--- config.mk ---
export PLATFORM = sky130hd
export DESIGN_NAME = proc_tx_handshake_flat
export DESIGN_NICKNAME = d
export VERILOG_FILES = /design/src/rtl/proc_tx_handshake_pkg.sv /design/src/rtl/proc_tx_handshake_if.sv /design/src/rtl/proc_sync_fifo.sv /design/src/rtl/proc_tx_handshake.sv /design/src/flat_wrapper.sv
export SDC_FILE = /design/constraint.sdc
export NUM_CORES = 1
export LEC_CHECK = 0
export BUFFER_PORTS_ARGS = -buffer_cell sky130_fd_sc_hd__buf_2
export CORE_MARGIN = 8
export CORE_UTILIZATION = 52
export CTS_CLUSTER_DIAMETER = 150
export DETAILED_ROUTE_END_ITERATION = 12
export PLACE_DENSITY = 0.84
export REMOVE_ABC_BUFFERS = 1
export SETUP_SLACK_MARGIN = 0.4
export SKIP_LAST_GASP = 1
export SYNTH_ARGS = -nofsm -noshare
export SYNTH_HDL_FRONTEND = slang
export SYNTH_HIERARCHICAL = 1
export SYNTH_SLANG_ARGS = --single-unit
--- constraint.sdc ---
create_clock -name clk -period 1.9 [get_ports clk]
set_clock_uncertainty 0.1 [all_clocks]
set_input_delay 0.095 -clock clk [delete_from_list [all_inputs] [get_ports clk]]
set_output_delay 0.095 -clock clk [all_outputs]
set_load 0.03 [all_outputs]
--- src/rtl/proc_tx_handshake_pkg.sv ---
// Shared types and sizing helpers for the processor-side send/ack transmitter.
package proc_hs_pkg;

    typedef enum logic [1:0] {
        IDLE    = 2'd0,
        REQ     = 2'd1,
        RELEASE = 2'd2,
        BACKOFF = 2'd3
    } hs_state_t;

    // Index width for a FIFO of the given depth; the pointers carry one extra wrap bit.
    function automatic int ptr_w(input int depth);
        return (depth > 1) ? $clog2(depth) : 1;
    endfunction

endpackage

--- src/rtl/proc_tx_handshake_if.sv ---
// Processor write port plus peripheral send/ack handshake, bundled for the transmitter.
interface proc_tx_handshake_if #(
    parameter int DATA_W = 16,
    parameter int CNT_W  = 8
);
    logic              wr_en;
    logic [DATA_W-1:0] wr_data;
    logic              full;
    logic              ack;
    logic              send;
    logic [DATA_W-1:0] dado;
    logic              busy;
    logic              timeout_err;
    logic [CNT_W-1:0]  sent_count;

    modport master (
        output wr_en, wr_data, ack,
        input  full, send, dado, busy, timeout_err, sent_count
    );

    modport slave (
        input  wr_en, wr_data, ack,
        output full, send, dado, busy, timeout_err, sent_count
    );
endinterface

--- src/rtl/proc_sync_fifo.sv ---
// Synchronous FIFO with wrap-bit pointers; push and pop may land on the same edge.
module proc_sync_fifo
    import proc_hs_pkg::*;
#(
    parameter int DATA_W = 16,
    parameter int DEPTH  = 4
) (
    input  logic              clk,
    input  logic              rst,
    input  logic              push,
    input  logic              pop,
    input  logic [DATA_W-1:0] din,
    output logic [DATA_W-1:0] head,
    output logic              full,
    output logic              empty
);
    localparam int PTR_W = ptr_w(DEPTH);

    logic [DATA_W-1:0] mem [DEPTH];
    logic [PTR_W:0]    wptr;
    logic [PTR_W:0]    rptr;
    logic              do_push;
    logic              do_pop;

    // A push into a full FIFO is dropped even if a pop frees a slot on the same edge.
    assign do_push = push && !full;
    assign do_pop  = pop && !empty;

    assign empty = (wptr == rptr);
    assign full  = (wptr[PTR_W] != rptr[PTR_W]) &&
                   (wptr[PTR_W-1:0] == rptr[PTR_W-1:0]);
    assign head  = mem[rptr[PTR_W-1:0]];

    always_ff @(posedge clk or negedge rst) begin
        if (!rst) begin
            wptr <= '0;
            rptr <= '0;
        end else begin
            if (do_push) wptr <= wptr + 1'b1;
            if (do_pop)  rptr <= rptr + 1'b1;
        end
    end

    always_ff @(posedge clk) begin
        if (do_push) mem[wptr[PTR_W-1:0]] <= din;
    end

endmodule

--- src/rtl/proc_tx_handshake.sv ---
// Queues processor words and drains them over a 4-phase send/ack handshake with timeout and retry.
module proc_tx_handshake
    import proc_hs_pkg::*;
#(
    parameter int DATA_W    = 16,
    parameter int DEPTH     = 4,
    parameter int TIMEOUT   = 15,
    parameter int MAX_RETRY = 2,
    parameter int CNT_W     = 8
) (
    input logic                clk,
    input logic                rst,
    proc_tx_handshake_if.slave bus
);
    localparam int TMR_W = (TIMEOUT > 1) ? $clog2(TIMEOUT) : 1;
    localparam int RTY_W = (MAX_RETRY > 0) ? $clog2(MAX_RETRY + 1) : 1;
    localparam logic [TMR_W-1:0] T_LAST = TMR_W'(TIMEOUT - 1);
    localparam logic [RTY_W-1:0] R_MAX  = RTY_W'(MAX_RETRY);

    hs_state_t         state;
    logic [TMR_W-1:0]  timer;
    logic [RTY_W-1:0]  retry;
    logic              send_q;
    logic [DATA_W-1:0] dado_q;
    logic              err_q;
    logic [CNT_W-1:0]  cnt_q;

    logic [DATA_W-1:0] head;
    logic              empty;
    logic              full;
    logic              expired;
    logic              pop;

    assign expired = (timer == T_LAST);
    // The head leaves the FIFO only once it is delivered or given up on.
    assign pop = (state == REQ) && (bus.ack || (expired && retry >= R_MAX));

    proc_sync_fifo #(
        .DATA_W (DATA_W),
        .DEPTH  (DEPTH)
    ) u_fifo (
        .clk   (clk),
        .rst   (rst),
        .push  (bus.wr_en),
        .pop   (pop),
        .din   (bus.wr_data),
        .head  (head),
        .full  (full),
        .empty (empty)
    );

    always_ff @(posedge clk or negedge rst) begin
        if (!rst) begin
            state  <= IDLE;
            timer  <= '0;
            retry  <= '0;
            send_q <= 1'b0;
            dado_q <= '0;
            err_q  <= 1'b0;
            cnt_q  <= '0;
        end else begin
            err_q <= 1'b0;
            case (state)
                IDLE: begin
                    if (!empty) begin
                        dado_q <= head;
                        send_q <= 1'b1;
                        timer  <= '0;
                        state  <= REQ;
                    end
                end
                REQ: begin
                    // An ack on the expiry edge still counts as a delivery.
                    if (bus.ack) begin
                        send_q <= 1'b0;
                        cnt_q  <= cnt_q + 1'b1;
                        retry  <= '0;
                        state  <= RELEASE;
                    end else if (expired && retry < R_MAX) begin
                        send_q <= 1'b0;
                        retry  <= retry + 1'b1;
                        state  <= BACKOFF;
                    end else if (expired) begin
                        send_q <= 1'b0;
                        err_q  <= 1'b1;
                        retry  <= '0;
                        state  <= RELEASE;
                    end else begin
                        timer <= timer + 1'b1;
                    end
                end
                RELEASE: begin
                    if (!bus.ack) state <= IDLE;
                end
                BACKOFF: begin
                    send_q <= 1'b1;
                    timer  <= '0;
                    state  <= REQ;
                end
                default: state <= IDLE;
            endcase
        end
    end

    assign bus.full        = full;
    assign bus.send        = send_q;
    assign bus.dado        = dado_q;
    assign bus.busy        = (state != IDLE) || !empty;
    assign bus.timeout_err = err_q;
    assign bus.sent_count  = cnt_q;

endmodule

--- src/flat_wrapper.sv ---
// flat-port wrapper written by rule: the top's interface ports become plain ports
module proc_tx_handshake_flat import proc_hs_pkg::*;
#(
    parameter int DATA_W    = 16,
    parameter int DEPTH     = 4,
    parameter int TIMEOUT   = 15,
    parameter int MAX_RETRY = 2,
    parameter int CNT_W     = 8
)
  (clk, rst, bus_wr_en, bus_wr_data, bus_ack, bus_full, bus_send, bus_dado, bus_busy, bus_timeout_err, bus_sent_count);
  proc_tx_handshake_if #(.DATA_W(DATA_W), .CNT_W(CNT_W)) bus_i ();
  input logic clk;
  input logic rst;
  input wire logic [$bits(bus_i.wr_en)-1:0] bus_wr_en;
  input wire logic [$bits(bus_i.wr_data)-1:0] bus_wr_data;
  input wire logic [$bits(bus_i.ack)-1:0] bus_ack;
  output wire logic [$bits(bus_i.full)-1:0] bus_full;
  output wire logic [$bits(bus_i.send)-1:0] bus_send;
  output wire logic [$bits(bus_i.dado)-1:0] bus_dado;
  output wire logic [$bits(bus_i.busy)-1:0] bus_busy;
  output wire logic [$bits(bus_i.timeout_err)-1:0] bus_timeout_err;
  output wire logic [$bits(bus_i.sent_count)-1:0] bus_sent_count;
  assign bus_i.wr_en = bus_wr_en;
  assign bus_i.wr_data = bus_wr_data;
  assign bus_i.ack = bus_ack;
  assign bus_full = bus_i.full;
  assign bus_send = bus_i.send;
  assign bus_dado = bus_i.dado;
  assign bus_busy = bus_i.busy;
  assign bus_timeout_err = bus_i.timeout_err;
  assign bus_sent_count = bus_i.sent_count;
  proc_tx_handshake #(.DATA_W(DATA_W), .DEPTH(DEPTH), .TIMEOUT(TIMEOUT), .MAX_RETRY(MAX_RETRY), .CNT_W(CNT_W)) u_core (.clk(clk), .rst(rst), .bus(bus_i));
endmodule
==> out/results.tsv <==
stage	metric	value	unit
outcome	status	complete, but fails checks	
outcome	violations in the final reports	setup timing	
clock_tree	clock root buffer master	sky130_fd_sc_hd__clkbuf_8	
sta	total setup violations reported at the end of the flow	1	
power_and_ir_drop	total power density per cell area	1719	nW/um^2
critical_path	Setup crit end kind	output port	
critical_path	crit path launch type	flip-flop	
layout	fin nets	402	
die	Die Height	107.7	microns
die	Core Rows	33	
critical_path	worst reg-to-reg path cell count	7	
critical_path	beginning of the worst register-to-register path	u_core/u_fifo/wptr[0]$_DFFE_PN0P_	
critical_path	CP Max Fanout	3	
synth	number of enable-type register cells in the synthesized netlist	64	
power_and_ir_drop	switch share	38.23	%
power_and_ir_drop	switching power summed over all nets	3.854	mW
synth	Syn Inst Count	254	
clock_tree	clock buffer depth	2	
sta	setup repair after global routing missed its margin	yes	
sta	Highest Clock Rate	0.5255	GHz
synth	share of the synthesized area in the top cell type	44.00	%
sta	summed negative setup slack over all endpoints	-3.057	ps
synth	dominant register cell in the synthesized netlist	sky130_fd_sc_hd__edfxtp_1	
synth	async set-or-reset flop fraction in the synthesized netlist	38.46	%
layout	Seq. cell area	2932	sq um
placement	detailed placement HPWL	5.618	mm
die	total die area	11590	sq um
placement	number of placed cells counting well taps	421	
clock_tree	CTS clk-pin slew, worst paths	110	ps
sta	Final Hold Violating Endpoints	0	
global_routing	initial antenna violation count	0	
synth	dominant combinational cell family by area after synthesis	multiplexers	
synth	Syn Std Cell Area	4368	sq um
sta	worst path setup slack after routing	-3.057	ps
die	count of pins on the block boundary	48	
layout	leading cell types in the layout, fill and taps excluded	64 x sky130_fd_sc_hd__edfxtp_1, 45 x sky130_fd_sc_hd__buf_2, 33 x sky130_fd_sc_hd__dfrtp_1	
routing	mean routed wirelength per cell	21.45	microns
placement	count of buffers inserted at the top-level ports	47	
layout	area delta synth->final	34.23	%
global_routing	wire length of the first global-routing pass	14.87	mm
clock_tree	H-tree levels	3	
power_and_ir_drop	cell-internal power	6.227	mW
die	Starting Density	53.43	%
critical_path	terminus of the critical flop-to-flop path	u_core/bus.dado[0]$_DFFE_PN0P_	
flow_run	max-cap viol count	0	
critical_path	kind of critical path	reg2out	
routing	DRC violation count after routing	0	
sta	min cycle time layout	1903	ps
routing	sum of routed wire length over all layers	10.36	mm
synth	number of unique standard cell types used by synthesis	45	
sta	headroom to the max-slew limit	57.66	%
synth	xor/xnor share of the synthesized area	3.724	%
routing	first-pass iteration count of the detailed router	4	
layout	count of non-filler cells in the finished layout	483	
hold_path	type of the tightest min-delay check	in2async	
die	area of the core	8175	sq um
critical_path	CP arrival	1710	ps
die	Chip Width	107.7	microns
critical_path	first element of the critical path	u_core/u_fifo/wptr[0]$_DFFE_PN0P_	
power_and_ir_drop	leakage power	2.288	nW
synth	share of synthesized area occupied by flip-flops and latches	66.91	%
routing	Antenna Violating Nets Remaining	0	
layout	leading cell type in the layout, fill and taps excluded	sky130_fd_sc_hd__edfxtp_1	
routing	detailed router's first-iteration violation count	174	
sta	number of max-slew violations in the final report	0	
synth	Compound-Gate Fraction of Synth Area	5.815	%
sta	slew at the pin closest to its max-slew limit	635.0	ps
critical_path	data required time of the worst path	1700	ps
synth	ranking of synthesized cells by area	sky130_fd_sc_hd__edfxtp_1 44%, sky130_fd_sc_hd__dfrtp_1 23%, sky130_fd_sc_hd__mux4_2 8.2%	
clock_tree	clock tree from TritonCTS	yes	
routing	DR vias	2727	
layout	final standard cell utilization of the core	71.72	%
clock_tree	CTS buffer count	9	
global_routing	maximum number of pins on one net before global-route repair	28	
clock_tree	latest clock arrival within the worst-skew pair	370	ps
synth	count of warnings emitted by yosys	6	
global_routing	vias in the first global route	2820	
power_and_ir_drop	Comb pwr share	50.9	%
power_and_ir_drop	share of power burned in registers	34.9	%
synth	Avg Inst Size Synth	17.20	sq um
power_and_ir_drop	highest ir drop seen on vdd	813.1	uV
synth	proportion of synthesized area in mux cells	12.63	%
synth	post-synthesis sequential element count	104	
sta	period utilization	100.2	%
routing	via density per instance	5.646	
layout	number of filler instances in the final layout	474	
power_and_ir_drop	PnR Total Power	10.08	mW
synth	post-synthesis share of cell area spent on and, or, nand and nor gates	6.187	%
layout	antenna cells	0	
critical_path	reg2reg setup slack	10	ps
global_routing	global-route usage over all layers	16.91	%
clock_tree	clock sink count	104	
synth	leading area contributor after synthesis	sky130_fd_sc_hd__edfxtp_1	
layout	proportion of layout cells with a drive suffix above 1	52.38	%
layout	multi-input logic area	1590	sq um
global_routing	remaining global-route overflow	0	
placement	Post-Place Worst Slack	15.10	ps
synth	adder and majority gate portion of the synthesized area	2.578	%
power_and_ir_drop	clock share of power	14.2	%
placement	final weighted congestion in routability-driven placement	0.8012	
==> cell usage after synthesis (2+ instances only) <==
master / count
sky130_fd_sc_hd__edfxtp_1: 64
sky130_fd_sc_hd__dfrtp_1: 40
sky130_fd_sc_hd__mux2_2: 17
sky130_fd_sc_hd__mux4_2: 16
sky130_fd_sc_hd__nand2_1: 14
sky130_fd_sc_hd__a21oi_1: 11
sky130_fd_sc_hd__ha_1: 9
sky130_fd_sc_hd__inv_1: 7
sky130_fd_sc_hd__nor2_1: 7
sky130_fd_sc_hd__xor2_1: 7
sky130_fd_sc_hd__xnor2_1: 6
sky130_fd_sc_hd__nor3_1: 5
sky130_fd_sc_hd__and3_1: 4
sky130_fd_sc_hd__buf_6: 4
sky130_fd_sc_hd__o31ai_2: 4
sky130_fd_sc_hd__buf_2: 3
sky130_fd_sc_hd__a211oi_2: 2
sky130_fd_sc_hd__a31o_2: 2
sky130_fd_sc_hd__nand2b_1: 2
sky130_fd_sc_hd__nand3_1: 2
sky130_fd_sc_hd__nand4b_1: 2
sky130_fd_sc_hd__o21ai_0: 2
sky130_fd_sc_hd__xor2_2: 2
==> critical path, stage by stage, from the launching register on <==
cell and delay (ps):
sky130_fd_sc_hd__dfrtp_1 400, sky130_fd_sc_hd__buf_4 160, sky130_fd_sc_hd__xor2_2 140, sky130_fd_sc_hd__nor3_1 200, sky130_fd_sc_hd__buf_4 210, sky130_fd_sc_hd__nand2_1 80
sky130_fd_sc_hd__buf_6 140
==> final cells by class <==
type	count	share of cell area, %
clock buffers	9	2.113
clock inverters	7	1.323
inverters	7	0.5762
multi-input cells	135	27.12
flip-flops and latches	104	50.00
well taps	105	2.241
repair buffers	116	16.62
==> flip-flops by register name (all words and copies together), names as in the netlist <==
name / flops
u_core/u_fifo/wptr: 3
u_core/bus.timeout_err: 1
u_core/state: 2
u_core/u_fifo/rptr: 3
u_core/retry: 2
u_core/bus.dado: 16
u_core/bus.send: 1
u_core/bus.sent_count: 8
u_core/timer: 4
u_core/u_fifo/mem: 64
==> logic make-up after synthesis <==
family,count (synthesis)
and+or+nand+nor,45
muxes,33
adders and majority gates,9
AOI/OAI and AO/OA,32
xor gates and xnor gates,16
buffers and inverters,15
DFF,104
==> power groups by stage <==
stage          Sequential (mW)  Clock, mW  Combinational (mW)
2_1_floorplan             4.08          0                1.84
5_1_grt                   3.58       1.53                5.39
3_3_place_gp              3.51          0                3.61
6_report                  3.52       1.43                5.13
4_1_cts                   3.48       1.42                4.39
3_5_place_dp              3.55          0                3.72
==> metrics by stage <==
step,hold slack [ps],instance area (sq um)
final,167.2,5863
after global routing,224.3,5863
after CTS,187.6,5607
after detailed placement,41.52,4902
after global placement,40.03,4902
after floorplan,-300.6,4300
==> worst max-delay path by stage <==
stage | to | slack, ps
final | bus_busy | -3
after global routing | bus_busy | -70
after CTS | u_core/bus.dado[0]$_DFFE_PN0P_ | 90
after detailed placement | u_core/u_fifo/rptr[2]$_DFFE_PN0P_ | 20
after global placement | u_core/u_fifo/rptr[1]$_DFFE_PN0P_ | 60
after floorplan | u_core/bus.dado[0]$_DFFE_PN0P_ | -660
==> repair_timing <==
item                                   4_1_cts  5_1_grt
cloned                                       1        1
setup endpoints to repair                   95       98
resized for setup                           37       39
endpoints found under the hold margin       92        0
pin swaps                                   13       10
hold buffers                                19        0
buffers inserted                            19        6
==> layer usage <==
layer,global-route usage [%],vias up,part of all wire (%)
li1,-,1212,-
met1,19.79,1400,39
met2,28.20,99,53
met3,3.353,16,5.0
met4,10.21,0,2.7
met5,0,-,0
(Power assumes the default switching activity.)
